===== src/rtl/frame_src_pkg.sv =====
// Shared definitions for the frame source scheduler: source encodings,
// the scheduler state enum and small source-index helpers.
package frame_src_pkg;

   localparam int N_SRC = 5;

   localparam logic [2:0] SRC_VGA    = 3'd0;
   localparam logic [2:0] SRC_STATIC = 3'd1;
   localparam logic [2:0] SRC_G1     = 3'd2;
   localparam logic [2:0] SRC_G2     = 3'd3;
   localparam logic [2:0] SRC_DOG    = 3'd4;

   typedef enum logic [1:0] {
      ST_IDLE   = 2'd0,
      ST_REQ    = 2'd1,
      ST_STREAM = 2'd2,
      ST_DONE   = 2'd3
   } state_e;

   // One-hot start vector for a source index; invalid indices give all zeros.
   function automatic logic [N_SRC-1:0] src_onehot(input logic [2:0] s);
      src_onehot = '0;
      if (s <= SRC_DOG) src_onehot[s] = 1'b1;
   endfunction

   // Round-robin successor, wrapping DoG back to VGA.
   function automatic logic [2:0] src_next(input logic [2:0] s);
      return (s == SRC_DOG) ? SRC_VGA : s + 3'd1;
   endfunction

endpackage


===== src/rtl/frame_watchdog.sv =====
// Stall counter: counts enabled cycles since the last clear and flags
// expiry on the cycle the count would reach LIMIT. A clear in the same
// cycle suppresses expiry, so progress always beats the abort.
module frame_watchdog #(
   parameter int LIMIT = 1048576
) (
   input  logic i_clock,
   input  logic i_reset,
   input  logic i_clear,
   input  logic i_enable,
   output logic o_expire
);

   localparam int CW = $clog2(LIMIT + 1);

   logic [CW-1:0] r_cnt;

   assign o_expire = i_enable && !i_clear && (r_cnt == CW'(LIMIT - 1));

   // Stall count: cleared on progress/state entry, advanced while armed.
   always_ff @(posedge i_clock) begin
      if (!i_reset)                   r_cnt <= '0;
      else if (i_clear)               r_cnt <= '0;
      else if (i_enable && !o_expire) r_cnt <= r_cnt + 1'b1;
   end

endmodule


===== src/rtl/frame_source_scheduler.sv =====
// Frame-locked video source selector. The source is latched only when a
// frame starts, the start/start_ack handshake is run toward that source,
// its pixels are forwarded with one register stage until N_PIXEL have
// passed, and stalled frames are aborted with a sticky error flag.
// Handshake: o_frame_start_ack and o_frame_done are single-cycle pulses;
// o_src_start is a level held until the selected source acks; pixels are
// accepted on src_valid of the active source with no backpressure.
module frame_source_scheduler
   import frame_src_pkg::*;
#(
   parameter int N_PIXEL      = 480000,
   parameter int DWELL_FRAMES = 4,
   parameter int TIMEOUT      = 1048576
) (
   input  logic        i_clock,
   input  logic        i_reset,
   input  logic [2:0]  i_sel_cfg,
   input  logic        i_auto_cycle,
   input  logic        i_frame_start,
   output logic        o_frame_start_ack,
   output logic [4:0]  o_src_start,
   input  logic [4:0]  i_src_start_ack,
   input  logic [4:0]  i_src_valid,
   input  logic [39:0] i_src_pixel,
   output logic [7:0]  o_pix_out,
   output logic        o_pix_valid,
   output logic [2:0]  o_active_src,
   output logic        o_frame_done,
   output logic        o_timeout_err,
   output logic [1:0]  o_dbg_state
);

   localparam int PCW = $clog2(N_PIXEL + 1);
   localparam int DCW = $clog2(DWELL_FRAMES + 1);

   state_e         r_state,       w_state_nxt;
   logic [2:0]     r_active_src,  w_active_nxt;
   logic [2:0]     r_rr_src,      w_rr_nxt;
   logic [DCW-1:0] r_dwell_cnt,   w_dwell_nxt;
   logic [PCW-1:0] r_pix_cnt,     w_pix_cnt_nxt;
   logic [4:0]     r_src_start,   w_src_start_nxt;
   logic           r_fsa,         w_fsa_nxt;
   logic [7:0]     r_pix_out,     w_pix_out_nxt;
   logic           r_pix_valid,   w_pix_valid_nxt;
   logic           r_frame_done,  w_done_nxt;
   logic           r_timeout_err, w_terr_nxt;
   logic           r_frame_auto,  w_frame_auto_nxt;

   logic           w_ack_hit;
   logic           w_pix_accept;
   logic [7:0]     w_pixel;
   logic [PCW-1:0] w_pix_cnt_inc;
   logic           w_wd_clear;
   logic           w_wd_enable;
   logic           w_expire;

   assign w_ack_hit     = i_src_start_ack[r_active_src];
   assign w_pixel       = i_src_pixel[{r_active_src, 3'b000} +: 8];
   assign w_pix_accept  = (r_state == ST_STREAM) && i_src_valid[r_active_src];
   assign w_pix_cnt_inc = r_pix_cnt + 1'b1;

   // Every state entry is either from IDLE/DONE or caused by an ack or a
   // pixel, so clearing on those conditions covers "clear on entry".
   assign w_wd_clear  = (r_state == ST_IDLE) || (r_state == ST_DONE) ||
                        ((r_state == ST_REQ) && w_ack_hit) || w_pix_accept;
   assign w_wd_enable = (r_state == ST_REQ) || (r_state == ST_STREAM);

   frame_watchdog #(
      .LIMIT (TIMEOUT)
   ) u_watchdog (
      .i_clock  (i_clock),
      .i_reset  (i_reset),
      .i_clear  (w_wd_clear),
      .i_enable (w_wd_enable),
      .o_expire (w_expire)
   );

   // Next-state and next-output decode for the frame FSM.
   always_comb begin
      w_state_nxt      = r_state;
      w_active_nxt     = r_active_src;
      w_rr_nxt         = r_rr_src;
      w_dwell_nxt      = r_dwell_cnt;
      w_pix_cnt_nxt    = r_pix_cnt;
      w_src_start_nxt  = r_src_start;
      w_fsa_nxt        = 1'b0;
      w_pix_out_nxt    = r_pix_out;
      w_pix_valid_nxt  = 1'b0;
      w_done_nxt       = 1'b0;
      w_terr_nxt       = r_timeout_err;
      w_frame_auto_nxt = r_frame_auto;
      case (r_state)
         ST_IDLE: begin
            w_src_start_nxt = '0;
            if (i_frame_start) begin
               w_state_nxt      = ST_REQ;
               w_frame_auto_nxt = i_auto_cycle;
               if (i_auto_cycle)            w_active_nxt = r_rr_src;
               else if (i_sel_cfg <= SRC_DOG) w_active_nxt = i_sel_cfg;
            end
         end
         ST_REQ: begin
            if (w_ack_hit) begin
               w_fsa_nxt       = 1'b1;
               w_src_start_nxt = '0;
               w_pix_cnt_nxt   = '0;
               w_state_nxt     = ST_STREAM;
            end else if (w_expire) begin
               w_terr_nxt      = 1'b1;
               w_src_start_nxt = '0;
               w_state_nxt     = ST_IDLE;
            end else begin
               w_src_start_nxt = src_onehot(r_active_src);
            end
         end
         ST_STREAM: begin
            if (w_pix_accept) begin
               w_pix_valid_nxt = 1'b1;
               w_pix_out_nxt   = w_pixel;
               w_pix_cnt_nxt   = w_pix_cnt_inc;
               if (w_pix_cnt_inc == PCW'(N_PIXEL)) w_state_nxt = ST_DONE;
            end else if (w_expire) begin
               w_terr_nxt  = 1'b1;
               w_state_nxt = ST_IDLE;
            end
         end
         ST_DONE: begin
            w_done_nxt  = 1'b1;
            w_state_nxt = ST_IDLE;
            if (r_frame_auto) begin
               if (r_dwell_cnt == DCW'(DWELL_FRAMES - 1)) begin
                  w_dwell_nxt = '0;
                  w_rr_nxt    = src_next(r_rr_src);
               end else begin
                  w_dwell_nxt = r_dwell_cnt + 1'b1;
               end
            end
         end
         default: w_state_nxt = ST_IDLE;
      endcase
   end

   // State and registered-output update with synchronous active-low reset.
   always_ff @(posedge i_clock) begin
      if (!i_reset) begin
         r_state       <= ST_IDLE;
         r_active_src  <= SRC_VGA;
         r_rr_src      <= SRC_VGA;
         r_dwell_cnt   <= '0;
         r_pix_cnt     <= '0;
         r_src_start   <= '0;
         r_fsa         <= 1'b0;
         r_pix_out     <= '0;
         r_pix_valid   <= 1'b0;
         r_frame_done  <= 1'b0;
         r_timeout_err <= 1'b0;
         r_frame_auto  <= 1'b0;
      end else begin
         r_state       <= w_state_nxt;
         r_active_src  <= w_active_nxt;
         r_rr_src      <= w_rr_nxt;
         r_dwell_cnt   <= w_dwell_nxt;
         r_pix_cnt     <= w_pix_cnt_nxt;
         r_src_start   <= w_src_start_nxt;
         r_fsa         <= w_fsa_nxt;
         r_pix_out     <= w_pix_out_nxt;
         r_pix_valid   <= w_pix_valid_nxt;
         r_frame_done  <= w_done_nxt;
         r_timeout_err <= w_terr_nxt;
         r_frame_auto  <= w_frame_auto_nxt;
      end
   end

   assign o_frame_start_ack = r_fsa;
   assign o_src_start       = r_src_start;
   assign o_pix_out         = r_pix_out;
   assign o_pix_valid       = r_pix_valid;
   assign o_active_src      = r_active_src;
   assign o_frame_done      = r_frame_done;
   assign o_timeout_err     = r_timeout_err;
   assign o_dbg_state       = r_state;

endmodule


===== config.mk =====
export PLATFORM = sky130hd
export DESIGN_NAME = frame_source_scheduler
export DESIGN_NICKNAME = d
export VERILOG_FILES = /design/src/rtl/frame_src_pkg.sv /design/src/rtl/frame_watchdog.sv /design/src/rtl/frame_source_scheduler.sv
export SDC_FILE = /design/constraint.sdc
export NUM_CORES = 1
export LEC_CHECK = 0
export ABC_AREA = 1
export CORE_ASPECT_RATIO = 0.9
export CORE_UTILIZATION = 53
export CTS_CLUSTER_DIAMETER = 40
export DETAILED_ROUTE_END_ITERATION = 10
export MAX_ROUTING_LAYER = met4
export PLACE_DENSITY = 0.92
export RECOVER_POWER = 25
export SYNTH_ARGS = -nofsm -noshare
export SYNTH_HDL_FRONTEND = slang
export SYNTH_HIERARCHICAL = 1
export SYNTH_SLANG_ARGS = --single-unit

===== constraint.sdc =====
create_clock -name i_clock -period 2.5 [get_ports i_clock]
set_input_delay 0.375 -clock i_clock [delete_from_list [all_inputs] [get_ports i_clock]]
set_output_delay 0.375 -clock i_clock [all_outputs]
set_load 0.01 [all_outputs]

==> metrics, run 1 <==
Congestion Overflow GR 0; Final Non-Filler Cells 814; PostCTS Resize Cnt 0; H-Tree Depth 3; Area growth syn-to-layout 26.72%; Final Hold Vio Count 0; remaining antenna violation count after routing 0; Final WS setup ~0.19 ns; Synth cell types 32; layout cell share with drive strength beyond 1 0.09610; floorplan core area roughly 7500 µm²; clk slew on worst S/H paths about 0.080 ns; Max Clock Freq around 430 MHz; Mapped Area approximately 4100 µm²; clk sinks ~70; relative slew slack 0.7309; gr usage total 0.2899; Nets slightly below 800; final worst-path cycle share 0.9251; vias in the first global route ~4,100; register area share after synthesis 0.3344; cells after synthesis about 630; Filler Cell Count ~560; largest net degree at the start of global routing 38; Fin Hold WS between 0.4 and 0.5 ns; sequential cell fraction of total power 0.425; clock network power share 0.351; Vias/cell roughly 5.6; Crit path arrival time 2.54 ns; vias 4,597; MaxCap Viol Count 0; clk_lat worst skew 0.36 ns; Die Span Y roughly 86 µm; fraction of registers with async set/reset 0; unrepaired setup endpoints after global routing no; outcome complete, no violations; Crit. End Element register; hold buffers post-CTS 0; multi-input logic area about 2400 µm²; measured slew at the worst slew-check pin 0.4032 ns; Leak Pwr 2.068 nW; Peak VDD IR 0.3101 mV; Synth Register Bits between 60 and 70; Core Rows 30; first-pass GRT wire length 18,310 µm; design area around 5200 µm²; diode count 0; Avg Cell Area, Syn about 6.5 µm²; logic gate share of total power 0.224; skew final 0.008727 ns; Die X approximately 95 µm; main flop type after synthesis dfxtp_1; Final min period 2.313 ns; DRT iter0 DRCs about 360; switching power roughly 0.9 mW; Post-Place Worst Slack -0.1774 ns; final HPWL from detailed placement 7964 µm; CTS tree done; CTS root buffer clkbuf_8; Syn. warnings 6; Synth Net Count 697; Wirelength per Cell between 10 and 15 µm; P_int between 2 and 2.5 mW; routed wire length about 11,000 µm; CTS Buf Count 9; pins over their slew limit 0; Post-Place Cells approximately 800; Min-Delay Path Class reg2reg; total chip power 2.954 mW; Crit Path Class in2reg; Final Wtd Congestion approximately 0.93; initial antenna violation count 0; sw frac 0.3066; DRC violations left 0; Post-synth EDFFs 0; CP Max Fanout 3; total power per unit cell area approximately 560 nW/µm²; port bufs 78; CTS Buffer Depth 2; register area between 1000 and 1500 µm²; Post-CTS Setup Inserts 0; drt first pass iters 5; Worst Path Required around 2.7 ns; initial core utilization 0.5474; Worst setup SP type primary input; die area 8150 µm²; I/O pin cnt 79; Setup Viol. Count Final 0; Post-DP Area between 5000 and 6000 µm²
-- per-layer routing --
metal | GRT usage | vias up | share of wire
met3 | 0.06915 | 34 | 0.064
met1 | 0.3379 | 2104 | 0.41
met2 | 0.4787 | 221 | 0.50
li1 | - | 2238 | -
met4 | 0.1143 | 0 | 0.025
met5 | - | - | 0
-- final timing paths --
kind / end / cells past startpoint / startpoint / slack, ns
setup / recovery: o_dbg_state[1] / 15 / i_src_start_ack[2] / 0.19
hold / removal: r_dwell_cnt[2] / 2 / r_dwell_cnt[2] / 0.47
setup reg to reg: o_dbg_state[1] / 15 / o_active_src[0] / 0.19
hold reg to reg: r_dwell_cnt[2] / 2 / r_dwell_cnt[2] / 0.47
-- state kept, by name (all words and copies together) (netlist names) --
signal             count
o_timeout_err          1
o_src_start            5
r_dwell_cnt            3
o_frame_start_ack      1
o_frame_done           1
r_frame_auto           1
u_watchdog/r_cnt      21
o_dbg_state            2
o_active_src           3
o_pix_valid            1
o_pix_out              8
r_pix_cnt             19
r_rr_src               3
-- power by group through the flow --
stage,Clock (mW),Sequential (mW),Combinational [mW]
after detailed placement,0,1.28,0.656
after global placement,0,1.27,0.631
after global routing,1.09,1.27,0.737
after CTS,1.04,1.25,0.658
final,1.04,1.26,0.663
after floorplan,0,1.26,0.435
-- final cells by class --
type                            count  area share
Clock inverter                      6     0.01650
Multi-Input combinational cell    479      0.4549
Tap cell                           96     0.02295
Clock buffer                       10     0.02630
Sequential cell                    69      0.2642
Inverter                           60     0.04303
Timing Repair Buffer               94      0.1721
-- cells by family after synthesis --
logic type                 count (synthesis)  synth area share
buffers and inverters                     83           0.08906
DFF                                       69            0.3344
AOI/OAI and AO/OA                        132            0.1821
xor gates and xnor gates                   3          0.006363
adders and majority gates                  9           0.02726
and+or+nand+nor                          335            0.3608
-- synthesized netlist by cell type (4+ instances only) --
| master | number | area share |
|---|---|---|
| nand2_1 | 136 | 0.12 |
| nor2_1 | 108 | 0.098 |
| dfxtp_1 | 69 | 0.33 |
| inv_1 | 56 | 0.051 |
| a21oi_1 | 55 | 0.067 |
| nand3_1 | 44 | 0.053 |
| o21ai_0 | 30 | 0.036 |
| o21ai_1 | 18 | 0.022 |
| clkbuf_1 | 9 | 0.0082 |
| ha_1 | 9 | 0.027 |
| a221oi_1 | 8 | 0.017 |
| nand3_2 | 8 | 0.019 |
| nand4_1 | 8 | 0.012 |
| o2bb2ai_1 | 7 | 0.015 |
| buf_2 | 6 | 0.0073 |
| nand2_2 | 6 | 0.0091 |
| nor2_2 | 6 | 0.0091 |
| buf_6 | 5 | 0.014 |
| nand3b_1 | 5 | 0.0091 |
| nor3_1 | 5 | 0.0061 |
| inv_2 | 4 | 0.0036 |
| nor2_4 | 4 | 0.011 |
-- critical path: stages --
cell and delay [ns]:
clkdlybuf4s50_1 0.40, or2_2 0.28, o211ai_1 0.11, nand2_1 0.10
o21ai_1 0.18, nand3_1 0.12, nand3b_1 0.21, nor2_4 0.15
nand3_1 0.12, inv_1 0.09, inv_1 0.07, o211ai_1 0.08
nand3_1 0.10, nand3_1 0.09, a21oi_1 0.07
-- through the flow --
stage / utilization / setup TNS, ns
after floorplan: - / 0
after global placement: 0.6638 / -0.08686
after detailed placement: 0.6638 / -1.851
after CTS: 0.6935 / 0
after global routing: 0.6937 / 0
final: 0.6937 / 0
-- placed cells by master (no fill, tap or decap), drive strengths merged --
cell type        n
xor2             3
clkdlybuf4s50   62
nand3b           5
a21oi           58
o21ai           48
nand3           52
o211ai           3
buf             16
ha               9
o2bb2ai          7
nor3             5
o21bai           3
nor2           118
or2              3
clkinvlp         1
dfxtp           69
a22o             1
a31oi            3
clkinv           3
a221oi           8
dlygate4sd3     16
o22ai            1
nand2          144
clkbuf          10
bufinv           2
inv             60
nand4            8
Power figures use the tool's default switching activity.
==> run 2, diff against run 1 <==
CORE_UTILIZATION = 54   (was 53)
CTS_BUF_LIST = sky130_fd_sc_hd__clkbuf_8   (was unset)
PLACE_DENSITY = 0.94   (was 0.92)
==> metrics, run 2 (same netlist as run 1, synthesis figures left out) <==
outcome complete, no violations; relative slew slack 0.3259 (-0.4050); skew final 0.007851 ns (-0.0008758 ns); unrepaired setup endpoints after global routing no; R2R setup slack 0.12 ns (-0.07 ns); Biggest register u_watchdog/r_cnt; Leak Pwr 2.053 nW (-0.75%); Hold Startpoint r_frame_auto; clk_lat worst skew 0.35 ns (about the same); vias in the first global route 4,190 (+1.2%); Crit Path Class reg2reg; I/O pin cnt 79 (unchanged); Vias/cell 5.584 (-1.1%); Die X 94.19 µm (-0.91%); CTS root buffer clkbuf_8; die area 8002 µm² (-1.8%); Nets 779 (unchanged); CTS Buf Count 9 (unchanged); Area growth syn-to-layout 26.42%; clk sinks 69 (unchanged); Final min period 2.384 ns (+0.07092 ns); Final Wtd Congestion 0.9893 (+6.9%); Peak VDD IR 0.3374 mV (+8.8%); initial antenna violation count 0 (unchanged); diode count 0 (unchanged); H-Tree Depth 3 (unchanged); Wirelength per Cell 13.83 µm (+3.2%); pins over their slew limit 0 (unchanged); DRC violations left 0 (unchanged); Post-DP Area 5010 µm² (about the same); Worst setup SP type register; Crit path arrival time 2.66 ns (+0.12 ns); hold depth 2 (unchanged); final HPWL from detailed placement 8223 µm (+3.2%); Worst Path Required 2.77 ns (+0.04 ns); total power per unit cell area 542.6 nW/µm² (-3.9%); max FFs per register 21 (unchanged); hold buffers post-CTS 0 (unchanged); Worst Hold End r_frame_auto; DRT iter0 DRCs 346 (-4.9%); layout cell share with drive strength beyond 1 0.09889 (+0.002786); Crit. End Element register; gr usage total 0.2953 (+0.005435); floorplan core area 7221 µm² (-4.3%); R2R Path Start o_active_src[0]; Congestion Overflow GR 0 (unchanged); routed wire length 11,220 µm (+2.8%); final worst-path cycle share 0.9534 (+0.02837); measured slew at the worst slew-check pin 1.011 ns (+0.6080 ns); clk slew on worst S/H paths 0.08 ns (about the same); Setup Viol. Count Final 0 (unchanged); commonest non-fill, non-tap cell in the layout nand2_1; CTS tree done; R2R depth 14 (-1); Post-Place Worst Slack -0.2194 ns (-0.04197 ns); remaining antenna violation count after routing 0 (unchanged); drt first pass iters 5 (unchanged); Core Rows 29 (-3.3%); Final Hold Vio Count 0 (unchanged); Min-Delay Path Class reg2reg; vias 4,529 (-1.5%); initial core utilization 0.5720 (+0.02457); CP Max Fanout 34 (+31); Die Span Y 84.97 µm (-0.91%); Max Clock Freq 419.5 MHz (-3.0%); utilization after layout 0.7231 (+0.02940); Final WS setup 0.1164 ns (-0.07092 ns); total chip power 2.833 mW (-4.1%); RR Endpoint u_watchdog/r_cnt[15]; largest net degree at the start of global routing 35 (-7.9%); first-pass GRT wire length 18,410 µm (+0.53%); port bufs 78 (unchanged); MaxCap Viol Count 0 (unchanged); design area 5221 µm² (-0.24%); CTS Buffer Depth 2 (unchanged); most frequent cells in the layout nand2_1, nor2_1, dfxtp_1
[run 2: changes by cell type in the layout (fill, tap and decap cells not counted)]
cell       before  now
o21ai_1        18   17
nor2_2          6    7
dfxtp_2         1    0
buf_12          0    1
dfxtp_4         0    1
nand3_2         8    9
clkinv_4        1    0
inv_2           4    6
o21ai_2         0    1
nor2_1        108  107
bufinv_16       2    1
nand3_1        44   43
clkbuf_1        0    1
buf_4          16   14
[run 2: per-stage QoR]
| step | cells | hold WS [ns] | setup TNS [ns] |
|---|---|---|---|
| final | 811 | 0.4620 | 0 |
| after global routing | 811 | 0.4760 | 0 |
| after CTS | 810 | 0.4571 | 0 |
| after detailed placement | 794 | 0.4513 | -1.233 |
| after global placement | 794 | 0.4399 | -0.2225 |
| after floorplan | 631 | 0.4240 | 0 |
[run 2: power breakdown]
part           internal [mW]  switching (mW)  leakage, nW  total [mW]
registers               1.17          0.0860        0.561        1.26
clock network          0.477           0.420        0.105       0.897
logic                  0.296           0.383         1.39       0.679
[run 2: how the worst max path moves through the flow]
stage	slack, ns	end	cells past startpoint	from
floorplan	0.22	o_dbg_state[1]	16	o_active_src[0]
global placement	-0.08	o_dbg_state[1]	15	i_src_start_ack[2]
detailed placement	-0.22	o_dbg_state[1]	15	i_src_start_ack[2]
CTS	0.01	o_dbg_state[1]	15	o_active_src[0]
global route	0.001	u_watchdog/r_cnt[15]	13	o_active_src[0]
finish	0.12	u_watchdog/r_cnt[15]	14	o_active_src[0]
[run 2: final cells by class]
cell class / instances / area, µm²
inverters: 60 / 225.2
fillers: 527 / 1999
repair buffers: 94 / 909.6
clock inverters: 6 / 55.05
multi-input cells: 479 / 2392
clock buffers: 10 / 137.6
well taps: 93 / 116.4
flip-flops and latches: 69 / 1385
[run 2: per-layer routing]
| metal | wire [µm] | share of wire | vias up | GRT usage |
|---|---|---|---|---|
| li1 | - | - | 2238 | - |
| met1 | 4594 | 0.41 | 2030 | 0.3382 |
| met2 | 5531 | 0.49 | 227 | 0.5059 |
| met3 | 770 | 0.069 | 34 | 0.04659 |
| met4 | 320 | 0.029 | 0 | 0.1287 |
| met5 | 0 | 0 | - | - |
[run 2: what timing repair did]
item,4_1_cts,5_1_grt
pin swaps,0,3
resized for setup,3,4
endpoints found under the hold margin,0,0
setup buffers,0,1
endpoints found under the setup margin,12,8
[run 2: critical path, stage by stage (launching register included)]
cell and delay, ns:
dfxtp_4 0.40, inv_2 0.11, nand3_1 0.13, inv_2 0.11, nand2_1 0.08, nand2_1 0.06, o21ai_1 0.19, nand3_1 0.14
nand3b_1 0.23, nor2_4 0.12, buf_4 0.13, nand2_4 0.22, nand3_1 0.19, nand2_1 0.07, nor2_1 0.13
==> run 3, diff against run 2 <==
GPL_ROUTABILITY_DRIVEN = 0   (was unset)
SYNTH_HIERARCHICAL = unset   (was 1)
==> metrics, run 3 <==
Die X 92.77 µm (-1.5%); relative slew slack 0.4659 (+0.1400); Area growth syn-to-layout 27.41%; CP Max Fanout 21 (-38%); port bufs 78 (unchanged); Syn. warnings 0 (-6); unrepaired setup endpoints after global routing no; CTS tree done; Final Hold Vio Count 0 (unchanged); routed wire length 11,860 µm (+5.7%); Synth cell types 34 (+6.3%); outcome complete, no violations; drt first pass iters 5 (unchanged); diode count 0 (unchanged); clk sinks 69 (unchanged); commonest non-fill, non-tap cell in the layout nand2_1; Post-Place Cells 761 (-4.2%); Yosys top cell area share 0.3450 (+0.01056); measured slew at the worst slew-check pin 0.8011 ns (-0.2100 ns); Yosys top cell by area dfxtp_1; R2R Path Start o_active_src[1]; final HPWL from detailed placement 8858 µm (+7.7%); Peak VDD IR 0.3796 mV (+12%); most frequent cells after synthesis nand2_1, dfxtp_1, inv_1, nand3_1, a21oi_1; DRC violations left 0 (unchanged); Mapped Area 4004 µm² (-3.1%); design area 5101 µm² (-2.3%); CTS Buf Count 9 (unchanged); initial antenna violation count 0 (unchanged); I/O pin cnt 79 (unchanged); Crit. End Element register; Final Non-Filler Cells 777 (-4.2%); largest net degree at the start of global routing 22 (-37%); Post-CTS Setup Inserts 0 (unchanged); PostCTS Resize Cnt 0 (-3); Crit-path slowest cell dfxtp_1; CTS root buffer clkbuf_8; MaxCap Viol Count 0 (unchanged); DRT iter0 DRCs 429 (+24%); Avg Cell Area, Syn 6.707 µm² (+2.5%); Synth Net Count 663 (-4.9%); R2R depth 14 (unchanged); CP Buf/Inv Count 3 (unchanged); Biggest register u_watchdog.r_cnt; pins over their slew limit 0 (unchanged); Leak Pwr 1.899 nW (-7.5%); CP most frequent cell nand2_1; Vias/cell 5.943 (+6.4%); Die Span Y 83.69 µm (-1.5%); register area share after synthesis 0.3450 (+0.01056); Crit Path Class reg2reg; Congestion Overflow GR 0 (unchanged); Min-Delay Path Class reg2reg; Worst setup SP type register; initial core utilization 0.5630 (-0.009014); Fin Hold WS 0.4597 ns (-0.002361 ns); fraction of registers with async set/reset 0 (unchanged); Synth Register Bits 69 (unchanged); remaining antenna violation count after routing 0 (unchanged); Post-DP Area 4881 µm² (-2.6%); Hold Startpoint r_dwell_cnt[2]; Setup Viol. Count Final 0 (unchanged); Final WS setup 0.2178 ns (+0.1014 ns); utilization after layout 0.7173 (-0.005821); main flop type after synthesis dfxtp_1; layout cell share with drive strength beyond 1 0.05994 (-0.03894); top post-synthesis cells by area dfxtp_1, nand2_1, nand3_1, a21oi_1, inv_1; Core Rows 29 (unchanged); gr usage total 0.3312 (+0.03591); total chip power 2.801 mW (-1.1%); most frequent cells in the layout nand2_1, dfxtp_1, clkdlybuf4s50_1; Wirelength per Cell 15.26 µm (+10%); Crit path largest cell delay 0.40 ns (about the same); H-Tree Depth 3 (unchanged); Crit path max-delay family simple AND/OR/NAND/NOR gates; vias in the first global route 4,488 (+7.1%); Post-synth EDFFs 0 (unchanged); most common cell in the netlist nand2_1; final worst-path cycle share 0.9129 (-0.04056); CTS Buffer Depth 2 (unchanged); setup TNS 0 ns (unchanged); skew final 0.01041 ns (+0.002562 ns); Crit path arrival time 2.57 ns (-0.09 ns); cells after synthesis 597 (-5.4%); die area 7764 µm² (-3.0%); Nets 745 (-4.4%); Final min period 2.282 ns (-0.1014 ns); worst path cell trace nor2_2, nand2_1, inv_2, nand2_1, nand2_1, inv_1, nand2_1, nand2_1, nand4_1, nand2_1, buf_4, nor2_1, nand3_1, a21oi_1; hold buffers post-CTS 0 (unchanged); RR Endpoint u_watchdog.r_cnt[16]; R2R setup slack 0.22 ns (+0.10 ns); floorplan core area 7112 µm² (-1.5%); Post-Place Worst Slack 0.2809 ns (+0.5003 ns); hold depth 2 (unchanged); clk slew on worst S/H paths 0.08 ns (about the same); clk_lat worst skew 0.36 ns (about the same); Worst Hold End r_dwell_cnt[2]; Worst Path Required 2.79 ns (+0.02 ns); max FFs per register 21 (unchanged); first-pass GRT wire length 20,140 µm (+9.4%); total power per unit cell area 549.1 nW/µm² (+1.2%); vias 4,618 (+2.0%); Max Clock Freq 438.2 MHz (+4.4%)
-- run 3: cell count changes after synthesis, moves of 9 or more --
cell / delta
nor3_1: +10
nand4_1: +9
o21ai_1: -15
nor2_1: -57
nand3_1: +16
-- run 3: where the power goes --
group          internal, mW  total, mW  leakage (nW)  switching [mW]
sequential             1.15       1.21         0.558          0.0608
combinational         0.234      0.552          1.23           0.318
clock                 0.587       1.04         0.112           0.456
total                  1.97       2.80          1.90           0.835
-- run 3: cell type report --
| cell class | instances | area [µm²] |
|---|---|---|
| multi-input cells | 445 | 2280 |
| fillers | 541 | 2011 |
| flip-flops and latches | 69 | 1381 |
| well taps | 93 | 116.4 |
| inverters | 66 | 247.7 |
| clock buffers | 10 | 137.6 |
| clock inverters | 6 | 86.33 |
| repair buffers | 88 | 852.1 |
-- run 3: worst reg2reg max path, stage by stage, from the launching register on --
cell and delay, ns:
dfxtp_1 0.40, nor2_2 0.21, nand2_1 0.08, inv_2 0.18, nand2_1 0.09, nand2_1 0.07
inv_1 0.04, nand2_1 0.10, nand2_1 0.12, nand4_1 0.13, nand2_1 0.06, buf_4 0.21
nor2_1 0.25, nand3_1 0.11, a21oi_1 0.17
-- run 3: metal layers --
layer	GRT usage	up-vias	share of wire
met5	-	-	0
met4	0.1469	0	0.031
met3	0.08015	49	0.083
met2	0.5481	267	0.49
met1	0.3785	2118	0.40
li1	-	2184	-
-- run 3: how the worst max path moves through the flow --
| stage | slack [ns] | end | start | depth (start not counted) |
|---|---|---|---|---|
| finish | 0.22 | u_watchdog.r_cnt[16] | o_active_src[1] | 14 |
| global route | 0.004 | u_watchdog.r_cnt[16] | u_watchdog.r_cnt[0] | 12 |
| CTS | 0.26 | u_watchdog.r_cnt[16] | o_active_src[1] | 14 |
| detailed placement | 0.28 | u_watchdog.r_cnt[2] | i_src_start_ack[0] | 12 |
| global placement | 0.39 | u_watchdog.r_cnt[14] | i_src_start_ack[3] | 12 |
| floorplan | 0.60 | r_pix_cnt[2] | o_active_src[1] | 13 |
-- run 3: logic make-up after synthesis --
family / Yosys count / share of synthesized area
simple gates: 295 / 0.3231
compound gates: 128 / 0.1897
buf+inv: 83 / 0.08563
flops: 69 / 0.3450
xor+xnor: 13 / 0.02844
fa+ha+maj: 9 / 0.02813
